### config.mk
export PLATFORM = sky130hd
export DESIGN_NAME = clint_timer
export DESIGN_NICKNAME = d
export VERILOG_FILES = /design/src/rtl/clint_timer.sv
export SDC_FILE = /design/constraint.sdc
export NUM_CORES = 1
export LEC_CHECK = 0
export ABC_AREA = 1
export BUFFER_PORTS_ARGS = -buffer_cell sky130_fd_sc_hd__buf_2
export CAP_MARGIN = 20
export CORE_AREA = 4 4 189 191
export CTS_CLUSTER_DIAMETER = 30
export DETAILED_ROUTE_END_ITERATION = 6
export DIE_AREA = 0 0 193 195
export PLACE_DENSITY = 0.58
export SLEW_MARGIN = 25
export SYNTH_ARGS = -nofsm -noshare
export SYNTH_HDL_FRONTEND = slang
export SYNTH_SLANG_ARGS = --single-unit
export TNS_END_PERCENT = 10
### constraint.sdc
create_clock -name CLK -period 6.1 [get_ports CLK]
set_clock_uncertainty 0.05 [all_clocks]
set_input_delay 0 -clock CLK [delete_from_list [all_inputs] [get_ports CLK]]
set_output_delay 0 -clock CLK [all_outputs]
set_load 0.01 [all_outputs]
### src/rtl/clint_timer.sv
// Core-local interruptor: free-running 64-bit mtime, mtimecmp and msip exposed as a
// generic-bus slave, driving the core's timer and software interrupt lines.
module clint_timer #(
  parameter logic [31:0] BASE_ADDR = 32'h0200_0000,
  parameter int unsigned TICK_DIV  = 1
) (
  input  logic        CLK,
  input  logic        nRST,
  input  logic        ren,
  input  logic        wen,
  input  logic [31:0] addr,
  input  logic [31:0] wdata,
  input  logic [3:0]  byte_en,
  output logic        busy,
  output logic [31:0] rdata,
  output logic        error,
  output logic [63:0] mtime,
  output logic        timer_int,
  output logic        timer_int_clear,
  output logic        soft_int,
  output logic        soft_int_clear
);

  localparam logic [15:0] OFF_MSIP     = 16'h0000;
  localparam logic [15:0] OFF_CMP_LO   = 16'h4000;
  localparam logic [15:0] OFF_CMP_HI   = 16'h4004;
  localparam logic [15:0] OFF_TIME_LO  = 16'hBFF8;
  localparam logic [15:0] OFF_TIME_HI  = 16'hBFFC;
  localparam logic [15:0] PRESC_LAST   = 16'(TICK_DIV - 1);

  typedef enum logic {IDLE = 1'b0, RESP = 1'b1} state_e;

  state_e      state_q, state_d;
  logic [15:0] presc_q, presc_d;
  logic [63:0] mtime_q, mtime_d;
  logic [63:0] mtimecmp_q, mtimecmp_d;
  logic        msip_q, msip_d;
  logic [31:0] rdata_q, rdata_d;
  logic        error_q, error_d;
  logic        timer_int_q, timer_int_d;
  logic        timer_int_clear_q, timer_int_clear_d;
  logic        soft_int_q, soft_int_d;
  logic        soft_int_clear_q, soft_int_clear_d;

  logic access, in_window, bad, wr_ok, tick;
  logic sel_msip, sel_cmp_lo, sel_cmp_hi, sel_time_lo, sel_time_hi;

  function automatic logic [31:0] merge(input logic [31:0] old_w, input logic [31:0] new_w,
                                        input logic [3:0] be);
    logic [31:0] r;
    r = old_w;
    for (int unsigned i = 0; i < 4; i++) begin
      if (be[i]) r[8*i +: 8] = new_w[8*i +: 8];
    end
    return r;
  endfunction

  always_ff @(posedge CLK or negedge nRST) begin
    if (!nRST) begin
      state_q           <= IDLE;
      presc_q           <= '0;
      mtime_q           <= '0;
      mtimecmp_q        <= '1;
      msip_q            <= 1'b0;
      rdata_q           <= '0;
      error_q           <= 1'b0;
      timer_int_q       <= 1'b0;
      timer_int_clear_q <= 1'b0;
      soft_int_q        <= 1'b0;
      soft_int_clear_q  <= 1'b0;
    end else begin
      state_q           <= state_d;
      presc_q           <= presc_d;
      mtime_q           <= mtime_d;
      mtimecmp_q        <= mtimecmp_d;
      msip_q            <= msip_d;
      rdata_q           <= rdata_d;
      error_q           <= error_d;
      timer_int_q       <= timer_int_d;
      timer_int_clear_q <= timer_int_clear_d;
      soft_int_q        <= soft_int_d;
      soft_int_clear_q  <= soft_int_clear_d;
    end
  end

  always_comb begin
    state_d = state_q;
    unique case (state_q)
      IDLE: if (ren || wen) state_d = RESP;
      RESP: state_d = IDLE;
    endcase
  end

  always_comb begin
    busy            = (state_q == IDLE);
    rdata           = rdata_q;
    error           = error_q;
    mtime           = mtime_q;
    timer_int       = timer_int_q;
    timer_int_clear = timer_int_clear_q;
    soft_int        = soft_int_q;
    soft_int_clear  = soft_int_clear_q;
  end

  always_comb begin
    access      = (state_q == IDLE) && (ren || wen);
    in_window   = (addr[31:16] == BASE_ADDR[31:16]);
    sel_msip    = (addr[15:0] == OFF_MSIP);
    sel_cmp_lo  = (addr[15:0] == OFF_CMP_LO);
    sel_cmp_hi  = (addr[15:0] == OFF_CMP_HI);
    sel_time_lo = (addr[15:0] == OFF_TIME_LO);
    sel_time_hi = (addr[15:0] == OFF_TIME_HI);
    bad         = !in_window || (addr[1:0] != 2'b00) ||
                  !(sel_msip || sel_cmp_lo || sel_cmp_hi || sel_time_lo || sel_time_hi);
    // ren&wen together is a write; byte_en==0 completes but touches nothing
    wr_ok       = access && wen && !bad && (byte_en != 4'h0);
    tick        = (presc_q == PRESC_LAST);

    presc_d    = tick ? '0 : presc_q + 16'd1;
    mtimecmp_d = mtimecmp_q;
    msip_d     = msip_q;
    if (wr_ok && sel_msip && byte_en[0]) msip_d = wdata[0];
    if (wr_ok && sel_cmp_lo) mtimecmp_d[31:0]  = merge(mtimecmp_q[31:0], wdata, byte_en);
    if (wr_ok && sel_cmp_hi) mtimecmp_d[63:32] = merge(mtimecmp_q[63:32], wdata, byte_en);

    // A bus write to either mtime word suppresses that edge's increment entirely
    mtime_d = mtime_q;
    if (wr_ok && (sel_time_lo || sel_time_hi)) begin
      if (sel_time_lo) mtime_d[31:0]  = merge(mtime_q[31:0], wdata, byte_en);
      if (sel_time_hi) mtime_d[63:32] = merge(mtime_q[63:32], wdata, byte_en);
    end else if (tick) begin
      mtime_d = mtime_q + 64'd1;
    end

    rdata_d = '0;
    error_d = 1'b0;
    if (access) begin
      error_d = bad;
      if (!bad && !wen) begin
        if (sel_msip)         rdata_d = {31'd0, msip_q};
        else if (sel_cmp_lo)  rdata_d = mtimecmp_q[31:0];
        else if (sel_cmp_hi)  rdata_d = mtimecmp_q[63:32];
        else if (sel_time_lo) rdata_d = mtime_q[31:0];
        else                  rdata_d = mtime_q[63:32];
      end
    end

    timer_int_d       = (mtime_q >= mtimecmp_q);
    timer_int_clear_d = timer_int_q && !timer_int_d;
    soft_int_d        = msip_q;
    soft_int_clear_d  = soft_int_q && !msip_q;
  end

endmodule
==> results of run 1 <==
-- power by group through the flow --
stage | registers [mW] | logic (mW) | clock network, mW
2_1_floorplan | 1.24 | 0.0221 | 0
3_5_place_dp | 1.24 | 0.0971 | 0
3_3_place_gp | 1.24 | 0.0958 | 0
5_1_grt | 1.22 | 0.125 | 1.18
4_1_cts | 1.22 | 0.114 | 1.14
6_report | 1.22 | 0.112 | 1.12
-- state kept, by name, summed over array words and instances (netlist names) --
register,flops
soft_int_clear,1
soft_int,1
presc_q,16
rdata,32
mtimecmp_q,64
state_q,1
timer_int,1
error,1
timer_int_clear,1
msip_q,1
mtime,64
-- worst min-delay path by stage --
| stage | slack, ns | depth (start not counted) | start | to |
|---|---|---|---|---|
| final | 0.08 | 6 | byte_en[0] | msip_q$_DFFE_PN0P_ |
| after global routing | 0.11 | 6 | byte_en[0] | msip_q$_DFFE_PN0P_ |
| after CTS | 0.08 | 6 | addr[0] | rdata[0]$_DFF_PN0_ |
| after detailed placement | 0.008 | 1 | nRST | rdata[8]$_DFF_PN0_ |
| after global placement | 0.01 | 1 | nRST | presc_q[8]$_DFF_PN0_ |
| after floorplan | -0.35 | 0 | nRST | error$_DFF_PN0_ |
-- repair_timing --
item | CTS | global route
resized for setup | 0 | 0
hold endpoints to repair | 190 | 0
hold buffers | 35 | 0
-- metal layers --
metal / vias to the layer above / wire [um]
met1: 6017 / 22220
met4: 0 / 522
met3: 36 / 2143
met2: 325 / 22100
li1: 6294 / -
met5: - / 0
-- cells in the mapped netlist --
library cell  count  area share
xor2_1           55       0.038
nand3_2           9      0.0071
o21ai_1           1     0.00039
nand2_2           2     0.00098
clkinv_1          2     0.00059
a311oi_1          1     0.00069
nand2_4           1     0.00088
ha_1             67       0.066
nand3_1          57       0.022
dfstp_2          64        0.13
nand3b_1          3      0.0018
a211oi_1          3      0.0018
o21ai_0         156       0.061
o211ai_1         31       0.018
or2_2             1     0.00049
nor2_1          254       0.075
nor3b_1           3      0.0018
inv_1           297       0.087
nand4_2           1     0.00098
a21oi_1          67       0.026
nor2_2            3      0.0015
a41oi_2           1      0.0013
buf_1             5      0.0015
nand2_1         510        0.15
xnor2_1           6      0.0041
nor4_1            2     0.00098
inv_2             2     0.00059
nor2_4            1     0.00088
nor3_1           40       0.016
buf_2            14      0.0055
dfrtp_1         119        0.23
buf_4             9      0.0053
o22ai_1           2     0.00098
clkbuf_1         28      0.0082
nand4_1          58       0.028
-- through the flow --
step	instances	util	total power, mW	hold slack, ns	setup WS (ns)
final	2525	0.4392	2.452	0.08343	3.188
after global routing	2525	0.4392	2.523	0.1118	2.898
after CTS	2525	0.4390	2.475	0.07523	3.215
after detailed placement	2458	0.4124	1.335	0.007535	2.737
after global placement	2456	0.4117	1.334	0.01331	2.214
after floorplan	1875	-	1.261	-0.3456	4.038
-- cells by family (layout without fill, tap and decap cells) --
group | Yosys count | in the layout | share of synthesized area
buffers and inverters | 357 | 552 | 0.1089
xor gates and xnor gates | 61 | 61 | 0.04183
and+or+nand+nor | 945 | 945 | 0.3082
AOI/OAI and AO/OA | 262 | 262 | 0.1107
DFF | 183 | 183 | 0.3648
adders and majority gates | 67 | 67 | 0.06563
-- layout by cell type (no fill, tap or decap), types with 4 or more instances in the layout --
master and instances:
dfrtp_1 119, nand3_1 57, inv_1 297, nand4_1 58, nand2_1 509, nor3_1 40, xor2_1 55, buf_4 8
o21ai_0 156, buf_2 172, clkbuf_16 17, dlygate4sd3_1 35, ha_1 67, xnor2_1 6, nand3_2 9, a21oi_1 67
clkinv_2 4, o211ai_1 31, nor2_1 254, dfstp_2 64
-- worst max-delay path, delay by kind of cell, from the launching register on --
kind	cells	cell delay [ns]
flip-flops	1	0.52
AND/OR/NAND/NOR	12	1.94
adder cells (fa/ha/maj)	1	0.34
-- layout make-up --
type	instances	area (um2)	share of cell area
clock inverters	11	100.1	0.006681
well taps	455	569.3	0.03800
multi-input cells	1335	6745	0.4502
repair buffers	219	1319	0.08802
flip-flops and latches	183	4659	0.3110
clock buffers	21	460.4	0.03073
inverters	301	1130	0.07541
==> metrics.txt, run 1 <==
status completed; initial antenna violation count 0; CTS buffer count 17; met1 GRT Util 0.3613; final setup violation count 0; Slew Viols, Final 0; kind of critical path flip-flop to flip-flop; max_cap viols 0; htree depth 4; crit path time final roughly 2.9 ns; Worst-Skew Late Latency around 0.46 ns; Syn Inst Count around 1900; #FFs+latches synth around 180; Pre-antenna DRT Iters 5; worst setup path start mtime[1]$_DFFE_PN0P_; VDD IR max approximately 0.00019 V; HPWL Detailed roughly 36000 um; R2R Path End mtime[46]$_DFFE_PN0P_; register area share after synthesis 0.3648; Power per Cell Area between 150 and 200 nW/um2; vias per cell 5.019; R2R Path Start mtime[1]$_DFFE_PN0P_; largest net degree at the start of global routing 79; Clock power frac 0.458; Tcrit/Tclk final 0.4774; Tightest Pin Transition about 0.98 ns; Cell Area, Synth 12770 um2; Post-Route WL between 40000 and 50000 um; share of layout cells above drive strength 1 0.1449; wire length per cell between 15 and 20 um; die area between 30000 and 40000 um2; M3 GR Usage 0.02985; Nets 2196; fmax about 0.34 GHz; Logic pwr share 0.046; die width 193 um; post-CTS setup buffers 0; flop-to-flop setup slack roughly 3.2 ns; CP endpoint kind flip-flop; Critical Path Sink mtime[46]$_DFFE_PN0P_; unrepaired setup endpoints after global routing no; sequential share of power 0.496; Max Fanout on Critical Path 7; type of element launching the critical path flip-flop; final RePlAce weighted congestion roughly 0.94; CTS tree yes; Final TNS setup 0 ns; CP arrival 3.25 ns; DRC 0; Net Sw Frac 0.2484; Syn Nets approximately 2000; synth unique cells 35; Mapped Avg Cell Area roughly 7 um2; Filler Cells Inserted 3588; DP Area approximately 14000 um2; Die H between 150 and 200 um; hold crit path type input port to flip-flop; Rows 68; Global Route met2 Usage 0.4050; area of the core 34120 um2; Int Power about 1.8 mW; num ports about 170; IO Port Bufs 173; clock buffer depth 2; Leak 7.489 nW; Worst R2R Path Depth 13; diode count 0; root buf cell clkbuf_16; Critical Path RT 6.44 ns; CP max stage cell dfrtp_1; final instance area about 15000 um2; net switching power between 0.6 and 0.7 mW; Iter 0 DRT Violations approximately 1000; first-pass GRT wire length approximately 70000 um; clock transition at the registers of the reported paths ~0.08 ns; CP Cell Sequence ha_1 -> nand3_1 -> nor2_1 -> nand2_1 -> nor2_1 -> nand2_1 -> nor2_1 -> nand2_1 -> nand2_1 -> nand3_1 -> nand2_1 -> nor2_1 -> nor2_1; post-route ant nets 0; Final Hold Viols 0; synthesis-to-layout area growth 17.30%; Synth Warn # 0; GRT Util Overall 0.2491; slowest stage delay, CP between 0.5 and 0.6 ns; vias in the first global route ~12000; total gr overflow 0; Slew headroom 0.3452; Initial Util 0.3744; GRT Max-Usage Layer met2; clk sinks about 180; via count about 13000
Note: power is estimated with default switching activity, not from simulation.
==> run 2: changes to the inputs <==
--- a/config.mk
+++ b/config.mk
@@ -12,7 +12,7 @@
 export CTS_CLUSTER_DIAMETER = 30
 export DETAILED_ROUTE_END_ITERATION = 6
 export DIE_AREA = 0 0 193 195
-export PLACE_DENSITY = 0.58
+export PLACE_DENSITY = 0.6
 export SLEW_MARGIN = 25
 export SYNTH_ARGS = -nofsm -noshare
 export SYNTH_HDL_FRONTEND = slang
==> constraint.sdc (replaced) <==
create_clock -name CLK -period 2.6 [get_ports CLK]
set_clock_uncertainty 0.05 [all_clocks]
set_input_delay 0 -clock CLK [delete_from_list [all_inputs] [get_ports CLK]]
set_output_delay 0 -clock CLK [all_outputs]
set_load 0.01 [all_outputs]
==> metrics.txt, run 2 (same netlist as run 1, synthesis figures left out) <==
status completed (unchanged); max_cap viols 0 (unchanged); Power per Cell Area 366.7 nW/um2 (was 163.6 nW/um2); hold crit path type input port to flip-flop (unchanged); Initial Util 0.3744 (unchanged); DRC 0 (unchanged); root buf cell clkbuf_16 (unchanged); Pre-antenna DRT Iters 5 (unchanged); R2R Path End mtime[45]$_DFFE_PN0P_ (was mtime[46]$_DFFE_PN0P_); area of the core 34120 um2 (unchanged); Nets 2264 (was 2196); flop-to-flop setup slack 0.16 ns (was 3.19 ns); overall power 5.705 mW (was 2.452 mW); Die H 195 um (unchanged); total gr overflow 0 (unchanged); initial antenna violation count 0 (unchanged); Critical Path Sink mtime[45]$_DFFE_PN0P_ (was mtime[46]$_DFFE_PN0P_); Final TNS setup 0 ns (unchanged); Logic pwr share 0.048 (was 0.046); largest net degree at the start of global routing 78 (was 79); die width 193 um (unchanged); via count 13010 (was 12670); Clock power frac 0.452 (was 0.458); IO Port Bufs 173 (unchanged); share of layout cells above drive strength 1 0.1741 (was 0.1449); clock buffer depth 2 (unchanged); Max Fanout on Critical Path 5 (was 7); Final Hold Viols 0 (unchanged); Post-Route WL 48340 um (was 46990 um); unrepaired setup endpoints after global routing yes (was no); Net Sw Frac 0.2454 (was 0.2484); diode count 0 (unchanged); VDD IR max 0.0004539 V (was 0.0001901 V); Critical Path RT 2.89 ns (was 6.44 ns); CP arrival 2.73 ns (was 3.25 ns); kind of critical path flip-flop to flip-flop (unchanged); commonest non-fill, non-tap cell in the layout nand2_1 (unchanged); fmax 0.4100 GHz (was 0.3434 GHz); wire length per cell 18.65 um (was 18.61 um); type of element launching the critical path flip-flop (unchanged); Worst-Skew Late Latency 0.45 ns (was 0.46 ns); CP endpoint kind flip-flop (unchanged); worst setup path start mtime[38]$_DFFE_PN0P_ (was mtime[1]$_DFFE_PN0P_); HPWL Detailed 37930 um (was 35910 um); CTS tree yes (unchanged); synthesis-to-layout area growth 21.80% (was 17.30%); crit path time final 2.439 ns (was 2.912 ns); R2R Path Start mtime[38]$_DFFE_PN0P_ (was mtime[1]$_DFFE_PN0P_); die area 37640 um2 (unchanged); net switching power 1.400 mW (was 0.6091 mW); Iter 0 DRT Violations 931 (was 1034); Rows 68 (unchanged); htree depth 4 (unchanged); clock transition at the registers of the reported paths 0.07 ns (was 0.08 ns); Leak 7.843 nW (was 7.489 nW); Tightest Pin Transition 0.8172 ns (was 0.9787 ns); final RePlAce weighted congestion 0.9983 (was 0.9422); first-pass GRT wire length 74340 um (was 72040 um); final setup violation count 0 (unchanged); num ports 174 (unchanged); vias in the first global route 12690 (was 12090); Slew headroom 0.4552 (was 0.3452); vias per cell 5.020 (was 5.019); Slew Viols, Final 0 (unchanged); GRT Util Overall 0.2581 (was 0.2491); sequential share of power 0.500 (was 0.496); Tcrit/Tclk final 0.9380 (was 0.4774); CTS buffer count 17 (unchanged); clk sinks 183 (unchanged); post-route ant nets 0 (unchanged); most frequent cells in the layout nand2_1, inv_1, nor2_1, buf_2, o21ai_0 (unchanged); Worst R2R Path Depth 11 (was 13); Int Power 4.305 mW (was 1.843 mW)
run 2: cell count changes in the layout (fill, tap and decap cells not counted), sizes merged:
cell         previous run  this run
inv                   300       301
clkinv                  9         6
buf                   183       247
dlygate4sd3            35        39
clkinvlp                2         3
run 2: worst min-delay path by stage:
stage / startpoint / endpoint / slack, ns / depth (start not counted)
final: byte_en[0] / msip_q$_DFFE_PN0P_ / 0.04 / 6
after global routing: byte_en[3] / mtimecmp_q[29]$_DFFE_PN1P_ / 0.06 / 5
after CTS: byte_en[0] / msip_q$_DFFE_PN0P_ / 0.02 / 6
after detailed placement: nRST / rdata[28]$_DFF_PN0_ / -0.02 / 1
after global placement: nRST / rdata[28]$_DFF_PN0_ / -0.02 / 1
after floorplan: nRST / error$_DFF_PN0_ / -0.35 / 0
run 2: what timing repair did:
action | CTS | global route
buffers inserted | 0 | 0
hold buffers | 39 | 0
setup endpoints to repair | 4 | 10
gates cloned | 0 | 0
resized for setup | 3 | 10
endpoints found under the hold margin | 254 | 0
run 2: cell type report:
type,count,area (um2)
tap,455,569.3
multi-input combinational,1335,6784
sequential,183,4662
clock inverter,10,97.59
clock buffer,21,450.4
fill,3554,18560
inverter,301,1130
timing repair buffer,287,1866
run 2: power by group through the flow:
stage          clock [mW]  combinational, mW  sequential, mW
5_1_grt              2.74              0.306            2.85
2_1_floorplan           0             0.0519            2.91
3_5_place_dp            0              0.231            2.91
3_3_place_gp            0              0.230            2.91
6_report             2.58              0.272            2.85
4_1_cts              2.63              0.276            2.85
run 2: worst max-delay path, stage by stage, from the launching register on:
cell and delay (ns):
dfrtp_1 0.42, inv_1 0.15, nor3_1 0.45, buf_4 0.19
nand2_1 0.06, nor2_1 0.28, nand3_1 0.21, xor2_1 0.18
nand2_1 0.06, o21ai_0 0.09, nor2_1 0.13, nor2_1 0.06
run 2: routing by layer:
metal | global-route usage | wire length (um) | vias to the layer above
li1 | - | - | 6438
met4 | 0.08156 | 1381 | 0
met3 | 0.04290 | 2848 | 63
met5 | 0 | 0 | -
met2 | 0.4026 | 21740 | 388
met1 | 0.3669 | 22370 | 6123
run 2: through the flow:
step | instance area (um2) | util | std cells | setup WS, ns | hold slack (ns)
after floorplan | 12770 | - | 1875 | 0.5385 | -0.3456
after global placement | 14580 | 0.4273 | 2522 | -0.2880 | -0.02057
after detailed placement | 14580 | 0.4273 | 2522 | -0.2841 | -0.02131
after CTS | 15530 | 0.4551 | 2592 | 0.008966 | 0.02173
after global routing | 15560 | 0.4560 | 2592 | -0.004685 | 0.06306
final | 15560 | 0.4560 | 2592 | 0.1612 | 0.03683
